==> src/rtl/uart_tx_tick.sv <==
// Tick-paced UART transmitter: start bit, LSB-first data, optional parity, stop bit(s).
// Define UART_TX_PARITY_EN to insert a parity bit between the data bits and the stop bit(s).
module uart_tx_tick #(
    parameter int DATA_BITS  = 8,
    parameter int STOP_BITS  = 1,
    parameter int PARITY_ODD = 0
) (
    input  logic                 clk_in,
    input  logic                 rst_n,
    input  logic                 tick,
    input  logic [DATA_BITS-1:0] data_in,
    input  logic                 valid_in,
    output logic                 ready_out,
    output logic                 tx_out,
    output logic                 frame_done
);

    localparam int IDX_W = $clog2(DATA_BITS);
    localparam int STP_W = $clog2(STOP_BITS) + 1;
    localparam logic [IDX_W-1:0] LAST_IDX  = IDX_W'(DATA_BITS - 1);
    localparam logic [STP_W-1:0] LAST_STOP = STP_W'(STOP_BITS - 1);

    typedef enum logic [2:0] {
        S_IDLE,
        S_WAIT,
        S_START,
        S_DATA,
`ifdef UART_TX_PARITY_EN
        S_PARITY,
`endif
        S_STOP
    } state_t;

    state_t               r_state;
    logic [DATA_BITS-1:0] r_shift;
    logic [IDX_W-1:0]     r_idx;
    logic [STP_W-1:0]     r_stop_cnt;
    logic                 r_tx;
    logic                 r_ready;
    logic                 r_done;

`ifdef UART_TX_PARITY_EN
    logic                 r_parity;
    // Parity is captured at accept because the shift register is consumed during DATA.
    always_ff @(posedge clk_in or negedge rst_n) begin
        if (!rst_n) begin
            r_parity <= 1'b0;
        end else if (r_state == S_IDLE && valid_in && r_ready) begin
            r_parity <= (^data_in) ^ (PARITY_ODD != 0);
        end
    end
`else
    logic w_unused_parity_odd;
    assign w_unused_parity_odd = (PARITY_ODD != 0);
`endif

    always_ff @(posedge clk_in or negedge rst_n) begin
        if (!rst_n) begin
            r_state    <= S_IDLE;
            r_shift    <= '0;
            r_idx      <= '0;
            r_stop_cnt <= '0;
            r_tx       <= 1'b1;
            r_ready    <= 1'b1;
            r_done     <= 1'b0;
        end else begin
            r_done <= 1'b0;
            case (r_state)
                S_IDLE: begin
                    // Ticks are ignored here, including one coinciding with accept.
                    if (valid_in && r_ready) begin
                        r_shift    <= data_in;
                        r_idx      <= '0;
                        r_stop_cnt <= '0;
                        r_ready    <= 1'b0;
                        r_state    <= S_WAIT;
                    end
                end
                S_WAIT: begin
                    if (tick) begin
                        r_tx    <= 1'b0;
                        r_state <= S_START;
                    end
                end
                S_START: begin
                    if (tick) begin
                        r_tx    <= r_shift[0];
                        r_shift <= r_shift >> 1;
                        r_idx   <= '0;
                        r_state <= S_DATA;
                    end
                end
                S_DATA: begin
                    if (tick) begin
                        if (r_idx < LAST_IDX) begin
                            r_tx    <= r_shift[0];
                            r_shift <= r_shift >> 1;
                            r_idx   <= r_idx + 1'b1;
                        end else begin
`ifdef UART_TX_PARITY_EN
                            r_tx    <= r_parity;
                            r_state <= S_PARITY;
`else
                            r_tx       <= 1'b1;
                            r_stop_cnt <= '0;
                            r_state    <= S_STOP;
`endif
                        end
                    end
                end
`ifdef UART_TX_PARITY_EN
                S_PARITY: begin
                    if (tick) begin
                        r_tx       <= 1'b1;
                        r_stop_cnt <= '0;
                        r_state    <= S_STOP;
                    end
                end
`endif
                S_STOP: begin
                    if (tick) begin
                        if (r_stop_cnt == LAST_STOP) begin
                            r_state <= S_IDLE;
                            r_ready <= 1'b1;
                            r_done  <= 1'b1;
                        end else begin
                            r_stop_cnt <= r_stop_cnt + 1'b1;
                        end
                    end
                end
                default: begin
                    r_state <= S_IDLE;
                    r_tx    <= 1'b1;
                    r_ready <= 1'b1;
                end
            endcase
        end
    end

    assign ready_out  = r_ready;
    assign tx_out     = r_tx;
    assign frame_done = r_done;

endmodule
==> config.mk <==
export PLATFORM = sky130hd
export DESIGN_NAME = uart_tx_tick
export DESIGN_NICKNAME = d
export VERILOG_FILES = /design/src/rtl/uart_tx_tick.sv
export SDC_FILE = /design/constraint.sdc
export NUM_CORES = 1
export LEC_CHECK = 0
export ABC_AREA = 1
export CAP_MARGIN = 0
export CORE_MARGIN = 4
export CORE_UTILIZATION = 48
export DETAILED_ROUTE_END_ITERATION = 7
export PLACE_DENSITY = 0.85
export SLEW_MARGIN = 10
export SYNTH_ARGS = -nofsm -noshare
export SYNTH_HDL_FRONTEND = slang
export SYNTH_SLANG_ARGS = --single-unit
==> constraint.sdc <==
create_clock -name clk_in -period 1.2 [get_ports clk_in]
set_clock_uncertainty 0.1 [all_clocks]
set_input_delay 0.24 -clock clk_in [delete_from_list [all_inputs] [get_ports clk_in]]
set_output_delay 0.24 -clock clk_in [all_outputs]
set_load 0.005 [all_outputs]
---- Word-level counts from Yosys, hierarchy flattened ----
Index checks and enable logic that the tools add are counted.
word-level totals
  register bits after elaboration ......... 18
  input port bits ......................... 12
  output and inout bits ................... 3
operators by class
  $add $sub $neg .......................... 2
  magnitude comparators ................... 1
  eq/ne operators ......................... 12
  muxes and demuxes ....................... 35
  bitwise gates (word level) .............. 2
  reduce and logical (&&, ||, !) cells .... 11
operators with widths
  kind                                            count
  two-way mux 3 bit                               11
  two-way mux 8 bit                               4
  one-hot mux 8 bit (3 select lines)              1
  inequality test 2 bit (second input constant)   8
  one-hot mux 3 bit (5 select lines)              1
  two-way mux 1 bit                               14
  AND reduction 5 bit                             2
  one-hot mux 3 bit (3 select lines)              1
  AND reduction 4 bit                             2
  AND reduction 7 bit                             1
  == test 3 x 2 -> 1 bit (second input constant)  2
  one-hot mux 1 bit (3 select lines)              2
  nonzero test 3 bit                              2
  one-hot mux 1 bit (4 select lines)              1
  adder 3 x 1 -> 3 bit (second input constant)    1
  == test 3 x 1 -> 1 bit (second input constant)  1
  == test 3 bit (second input constant)           1
  zero test 3 bit                                 1
  < comparator 3 bit (second input constant)      1
  OR reduction 3 bit                              1
  NOT 1 bit                                       2
  OR reduction 2 bit                              1
  adder 1 bit (second input constant)             1
  logical AND 1 bit                               1

---- Logic depth before layout (Yosys ltp) ----
Gate-level depths: netlist of run 1.
  word-level depth ........................ 4
  gate-level depth with buffers ........... 10
  depth with buffers taken out ............ 8

---- Least setup slack after synthesis of run 1 ----
No wires, ideal clock.
  path kind ............................... reg2reg
  from .................................... reg r_state[1]
  to ...................................... reg r_idx[0]
  setup time .............................. 0.117 ns
  arrival ................................. 1.124 ns
  required time ........................... 0.983 ns
  setup slack ............................. -0.141 ns
  stages on the path, launching flop included .. 11
  buffers on the path ..................... 2
  clock period less this slack ............ 1.341 ns
  cells stage by stage .................... dfrtp_1 buf_6 nand2_4 nor2_4 nand2_1 inv_2 nor2_4 nand2_4 buf_6 nand2_1 nand2_1
between the ends
  longest elaborated chain between the ends .. 3
  elaborated cells on any way between the ends .. 10
  those cells by class .................... eq/ne: 6; mux: 1; reduce/logical: 3
RTL lines
  item                                                                          line  RTL
  start: declaration                                                            34    state_t r_state;
  start signal: assignment                                                      59    r_state <= S_IDLE;
  start signal: assignment                                                      76    r_state <= S_WAIT;
  start signal: assignment                                                      82    r_state <= S_START;
  == test 3 x 2 -> 1 bit / zero test 3 bit (equally long branches)              68    case (r_state)
  inequality test 2 bit (no line) / nonzero test 3 bit (equally long branches)  --
  AND reduction 5 bit (no line)                                                 --
  end signal: assignment                                                        98    r_idx <= r_idx + 1'b1;
  end: declaration                                                              36    logic [IDX_W-1:0] r_idx;
Several ways; a longest one is shown, not always the timed one.
A chain may end at the register's enable or synchronous reset.

---- Final worst setup path of run 1 ----
  from .................................... reg r_state[1]
  to ...................................... reg r_idx[1]
The elaborated chain is that of the path after synthesis.

==> reports/results.ini, run 1 <==
[outcome]
outcome=finished with violations
violations=setup timing

[global_routing]
grt_util_all_layers_pct=17.9
antenna_found_initial=0
first_global_vias=950
overflow=0
grt_max_degree=18
grt_pass1_wl_um=3880

[sta]
finalSetupViolations=18
max_freq_mhz=701
hold_ws_ns=0.166
tightestPinTransition_ns=0.209
timing.final.ws_setup_ns=-0.226
post-route-period-util_pct=119
slew_viol_final=0
rsz0062_at_grt=true
finalHoldViolCount=0
post-route-min-period_ns=1.43
max_slew_margin_pct=85.9

[worst_setup_path]
r2r_setup_slack_ns=-0.23
start_kind=register
reg2reg_depth=7
crit_type=reg -> reg
cp_max_fo=7
r2r-end=r_idx[1]
critPathCaptureType=register
r2r-start=r_state[1]
cp.required_ns=1.26
worst_ep_arrival_time_ns=1.49

[logic_synthesis]
yosysTopAreaCell=dfrtp_1
avgSynthCellArea_sq_um=7.74
synth_top_cell_area_share_pct=35.7
syn_inst=136
ys.warnings.count=0
netlist_area_sq_um=1050
syn-num-nets=149
synthDistinctLibCells=23
ys_seq_area_share_pct=40.7
ys_ff_latch=17
yosys-top-cells-area=dfrtp_1, nand2_1, nand3_1

[cells_and_area]
fillers=164
layout-drive-gt1-share_pct=31.0
syn_to_final_growth_pct=31.7
nets=182
antenna_cells=0
stdcell_area_sq_um=1390

[drt]
first_pass_iters=4
drtAntennaViolNets=0
wirelength_um=2360
first_iter_violations=31
vias=980
wire_per_inst_um=12.1
drc=0
viasPerCell=5.03

[cts]
cts_root_buffer=clkbuf_4
clockBufferDepth=2
cts.sinks=17
path_clk_slew_ns=0.11
cts_tree=yes
clk_latency_ns=0.29
cts_hold_buf=0
cts_buffers=3
cts-htree-levels=1

[placed_design]
hpwl_um=1880
portBuffers=14
dpl_cell_area_sq_um=1320
dp_slack_ns=-0.455
gp_congestion=0.819

[power_and_ir_drop]
power_leakage_nw=0.732
p_per_area_nw_per_um2=682
irDropWorstVdd_uv=584

[die]
die_area_sq_um=3010
die_width_um=54.8
rows=16
dieHeight_um=54.8
ios=15
start_util_pct=52.0
coreArea_sq_um=2020

[flow_run]
maxCapViolCount=0

[hold_path]
hold_path.class=in -> async

[critical path: stages (launching register included)]
cell      delay [ns]
dfrtp_2         0.50
nor2_4          0.16
nand3_2         0.11
nand2_2         0.11
nor2_4          0.05
buf_6           0.13
nand3b_1        0.08
nand2_1         0.06
[logic make-up after synthesis]
family          count (synthesis)  synth area share (%)
compound gates                  6                  3.92
xor+xnor                        1                 0.832
fa+ha+maj                       1                  1.19
buf+inv                        12                  8.80
flops                          17                  40.7
simple gates                   99                  44.6
[synth_stat cells]
master    count
nand2_1      60
nand3_1      18
dfrtp_1      15
nor2_1        7
buf_6         6
a21oi_1       3
inv_1         3
nand2_2       3
dfstp_2       2
inv_2         2
nand2_4       2
nand3b_1      2
nor2_4        2
o21ai_0       2
ha_1          1
inv_4         1
nand3_2       1
nor2_2        1
nor2_8        1
nor4_1        1
o21ai_4       1
or2_0         1
xnor2_1       1
[repair_timing]
| action | CTS | global route |
|---|---|---|
| setup buffers | 1 | 0 |
| endpoints found under the setup margin | 19 | 19 |
| hold endpoints to repair | 0 | 0 |
| pin swaps | 4 | 0 |
| gates resized for setup | 22 | 5 |
| gates cloned | 0 | 0 |
[layer usage]
layer  global-route usage [%]  part of all wire, %  vias up
met3                     4.09                  5.0        4
met1                     19.2                   41      454
met5                        0                    0        -
met2                     33.3                   53       27
li1                         -                    -      495
met4                     6.64                  1.3        0
[where the power goes]
group	switching [mW]	internal, mW	leakage (nW)
combinational	0.0297	0.0482	0.492
sequential	0	0.573	0.225
clock	0.167	0.129	0.0150
[layout make-up]
class                           count  area, sq um  area share [%]
Sequential cell                    17          432            31.1
Tap cell                           27         33.8            2.44
Clock buffer                        4         26.3            1.90
Multi-Input combinational cell    107          559            40.3
Inverter                            6         30.0            2.17
Timing Repair Buffer               34          305            22.0
[per-stage QoR]
stage	setup TNS [ns]	cells	util, %	power [mW]
after floorplan	-1.40	136	-	0.599
after global placement	-5.94	190	65.3	0.660
after detailed placement	-6.83	190	65.3	0.662
after CTS	-2.64	195	68.1	0.957
after global routing	-3.97	195	68.6	0.987
final	-2.76	195	68.6	0.946
[state kept, by name, summed over array words and instances (netlist names)]
name / cells
r_shift: 8
r_idx: 3
r_state: 3
frame_done: 1
ready_out: 1
tx_out: 1
[worst max path at each step]
stage          startpoint         end  slack (ns)  depth (start not counted)
6_report       r_state[1]    r_idx[1]       -0.23                          7
5_1_grt        r_state[1]    r_idx[0]       -0.28                          8
4_1_cts        r_state[1]    r_idx[1]       -0.19                          7
3_5_place_dp         tick  r_state[0]       -0.45                          7
3_3_place_gp         tick  r_shift[7]       -0.39                          8
2_1_floorplan  r_state[0]    r_idx[0]       -0.12                         10
[layout by cell type, fill, tap and decap left out, types with 2 or more instances in the layout]
master           netlist  layout
nand2_1               60      54
dfrtp_1               15      12
inv_1                  3       3
nand3b_1               2       2
nand2_4                2       2
dfstp_2                2       2
dfrtp_2                0       3
a21oi_1                3       3
buf_4                  0      16
nand3_1               18      18
clkdlybuf4s50_1        0      11
nor2_1                 7       6
nand2_2                3       9
buf_6                  6       4
clkbuf_4               0       3
nor2_4                 2       4
Note: power is estimated with default switching activity, not from simulation.
==> inputs of run 2 (changes only) <==
==> config.mk (replaced) <==
export PLATFORM = sky130hd
export DESIGN_NAME = uart_tx_tick
export DESIGN_NICKNAME = d
export VERILOG_FILES = /design/src/rtl/uart_tx_tick.sv
export SDC_FILE = /design/constraint.sdc
export NUM_CORES = 1
export LEC_CHECK = 0
export CAP_MARGIN = 0
export CORE_MARGIN = 4
export CORE_UTILIZATION = 46
export DETAILED_ROUTE_END_ITERATION = 7
export PLACE_DENSITY = 0.84
export SYNTH_ARGS = -nofsm -noshare
export SYNTH_HDL_FRONTEND = slang
export SYNTH_SLANG_ARGS = --single-unit
==> reports/results.ini, run 2 <==
[sta]
hold_ws_ns=0.143  ; -0.0230 ns
rsz0062_at_grt=true
timing.final.ws_setup_ns=-0.550  ; -0.324 ns
tightestPinTransition_ns=0.235  ; +0.0260 ns
max_freq_mhz=571  ; -19%
slew_viol_final=0  ; unchanged
max_slew_margin_pct=84.3  ; -1.7 points
post-route-period-util_pct=146  ; +27 points
finalHoldViolCount=0  ; unchanged
finalSetupViolations=17  ; -1
post-route-min-period_ns=1.75  ; +0.324 ns

[cts]
clockBufferDepth=2  ; unchanged
clk_latency_ns=0.29  ; about the same
path_clk_slew_ns=0.10  ; about the same
cts.sinks=17  ; unchanged
cts-htree-levels=1  ; unchanged
cts_buffers=3  ; unchanged
cts_root_buffer=clkbuf_4
cts_tree=yes

[logic_synthesis]
syn_inst=78  ; -43%
yosys-top-cells-area=dfrtp_1, mux2_4, mux2_2
netlist_top_cells_count=dfrtp_1, mux2_2, mux2_4
ys_ff_latch=17  ; unchanged
ys.warnings.count=0  ; unchanged
netlist_area_sq_um=946  ; -10%
synthFlopType=dfrtp_1
ys_seq_area_share_pct=45.2  ; +4.6 points
yosysTopAreaCell=dfrtp_1
synthDistinctLibCells=33  ; +43%
ys_async_sr_fraction_pct=100  ; unchanged
synth_top_cell_area_share_pct=39.7  ; +4.0 points
synth_edf_count=0  ; unchanged
syn-num-nets=91  ; -39%
synth.most_common_cell=dfrtp_1
avgSynthCellArea_sq_um=12.1  ; +57%

[drt]
drtAntennaViolNets=0  ; unchanged
wl_met1_um=976  ; +1.5%
viasPerCell=5.39  ; +7.2%
drc=0  ; unchanged
first_iter_violations=20  ; -35%
wl_met3_um=59  ; -50%
first_pass_iters=4  ; unchanged
vias=781  ; -20%
routed.top_layer=met4
wire_per_inst_um=16.6  ; +38%
wirelength_um=2410  ; +2.3%
dr_wl_met2_um=1350  ; +8.5%

[cells_and_area]
syn_to_final_growth_pct=49.3
final_util_pct=72.0  ; +3.4 points
top_register=r_shift
stdcell_area_sq_um=1410  ; +1.9%
fillers=141  ; -14%
largest_reg_flops=8  ; unchanged
antenna_cells=0  ; unchanged
layout-drive-gt1-share_pct=54.2  ; +23 points
mostFrequentLayoutCells=buf_4, dfrtp_1, clkdlybuf4s50_1
reg_top3=r_shift: 8 flops, r_idx: 3 flops, r_state: 3 flops
fin_cells=145  ; -26%
nets=132  ; -27%
layout_commonest_cell=buf_4

[power_and_ir_drop]
power_leakage_nw=0.660  ; -9.9%
p_per_area_nw_per_um2=2390  ; +250%
total_power_mw=3.38  ; +260%
irDropWorstVdd_uv=1390  ; +140%

[placed_design]
dpl_cell_area_sq_um=1250  ; -5.0%
portBuffers=14  ; unchanged
gp_congestion=0.900  ; +9.9%
dp_cells=134  ; -29%
hpwl_um=1500  ; -21%

[global_routing]
first_global_vias=811  ; -15%
grt_pass1_wl_um=3530  ; -9.1%
grt_util_all_layers_pct=17.7  ; -0.12 points
antenna_found_initial=0  ; unchanged
grt_max_degree=11  ; -7
overflow=0  ; unchanged

[die]
ios=15  ; unchanged
start_util_pct=48.2  ; -3.8 points
dieHeight_um=53.3  ; -2.7%
coreArea_sq_um=1960  ; -3.0%
die_area_sq_um=2850  ; -5.3%
die_width_um=53.3  ; -2.7%
rows=16  ; unchanged

[worst_setup_path]
cp.required_ns=1.29  ; +0.03 ns
cp_max_fo=4  ; -3
crit_slowest_cell=dfstp_2
crit_chain=buf_6, nand4bb_4, a211oi_4, buf_4, mux2_4
cp_slowest_stage_delay_ns=0.55  ; +0.05 ns
cp-startpoint=ready_out
r2r-start=ready_out
start_kind=register
crit_type=reg -> reg
critPathCaptureType=register
worst_ep_arrival_time_ns=1.84  ; +0.35 ns

[outcome]
violations=setup timing
outcome=finished with violations

[hold_path]
hold_path.class=in -> async

[flow_run]
maxCapViolCount=0  ; unchanged

==> run 2: changes by cell type in the layout (fill, tap and decap cells not counted), moves of 4 or more <==
cell | previous run | this run
buf_6 | 4 | 8
buf_4 | 16 | 21
mux2_2 | 0 | 7
nand3_1 | 18 | 2
nand2_2 | 9 | 0
mux2_4 | 0 | 8
nand2_1 | 54 | 4
==> run 2: final cells by class <==
class	instances	area, sq um	share of cell area [%]
inverters	4	15.0	1.06
clock buffers	4	26.3	1.86
multi-input cells	51	523	37.0
well taps	27	33.8	2.39
repair buffers	42	385	27.3
flip-flops and latches	17	429	30.4
==> run 2: timing repair <==
action | 4_1_cts | 5_1_grt
cloned | 0 | 0
endpoints found under the hold margin | 0 | 0
buffers inserted | 3 | 5
hold buffers | 0 | 0
resized for setup | 27 | 8
setup endpoints to repair | 19 | 19
pin swaps | 3 | 3
==> run 2: power by group <==
part | switching (mW) | total, mW | internal [mW]
combinational | 0.774 | 2.05 | 1.28
clock | 0.184 | 0.313 | 0.129
sequential | 0.168 | 1.01 | 0.844
==> run 2: per-layer routing <==
metal,GRT usage (%),vias up
li1,-,363
met1,18.6,394
met2,32.0,20
met3,3.10,4
met4,11.1,0
met5,0,-
==> run 2: logic make-up (layout without fill, tap and decap cells) <==
group           Yosys count  after routing  synth area share [%]
simple gates             19             19                  13.0
flops                    17             17                  45.2
compound gates           14             14                  12.0
fa+ha+maj                 1              1                  1.32
mux                      17             17                  22.8
buf+inv                  10             50                  5.69
==> run 2: metrics by stage <==
step           setup slack [ns]  setup TNS, ns
4_1_cts                  -0.539          -6.25
5_1_grt                  -0.625          -7.57
3_3_place_gp             -0.680          -8.45
3_5_place_dp             -0.695          -8.74
2_1_floorplan            -0.432          -4.16
6_report                 -0.550          -6.43
==> run 2: path summary, 6_finish.rpt <==
check | end | slack (ns) | cells after the start
hold reg to reg | r_shift[3] | 0.42 | 1
min in group clk_in | r_state[0] | 0.38 | 3
max in group asynchronous | ready_out | 0.65 | 2
setup reg to reg | r_idx[0] | -0.55 | 5
setup / recovery | r_idx[0] | -0.55 | 5
hold / removal | frame_done | 0.14 | 2
==> run 2: worst max-delay path: cells and delay by family (launching register included) <==
| family | cells | cell delay [ns] |
|---|---|---|
| flip-flops | 1 | 0.55 |
| multiplexers | 1 | 0.29 |
| buffers and inverters | 2 | 0.29 |
| AND/OR/NAND/NOR | 1 | 0.13 |
| AO/OA/AOI/OAI | 1 | 0.28 |
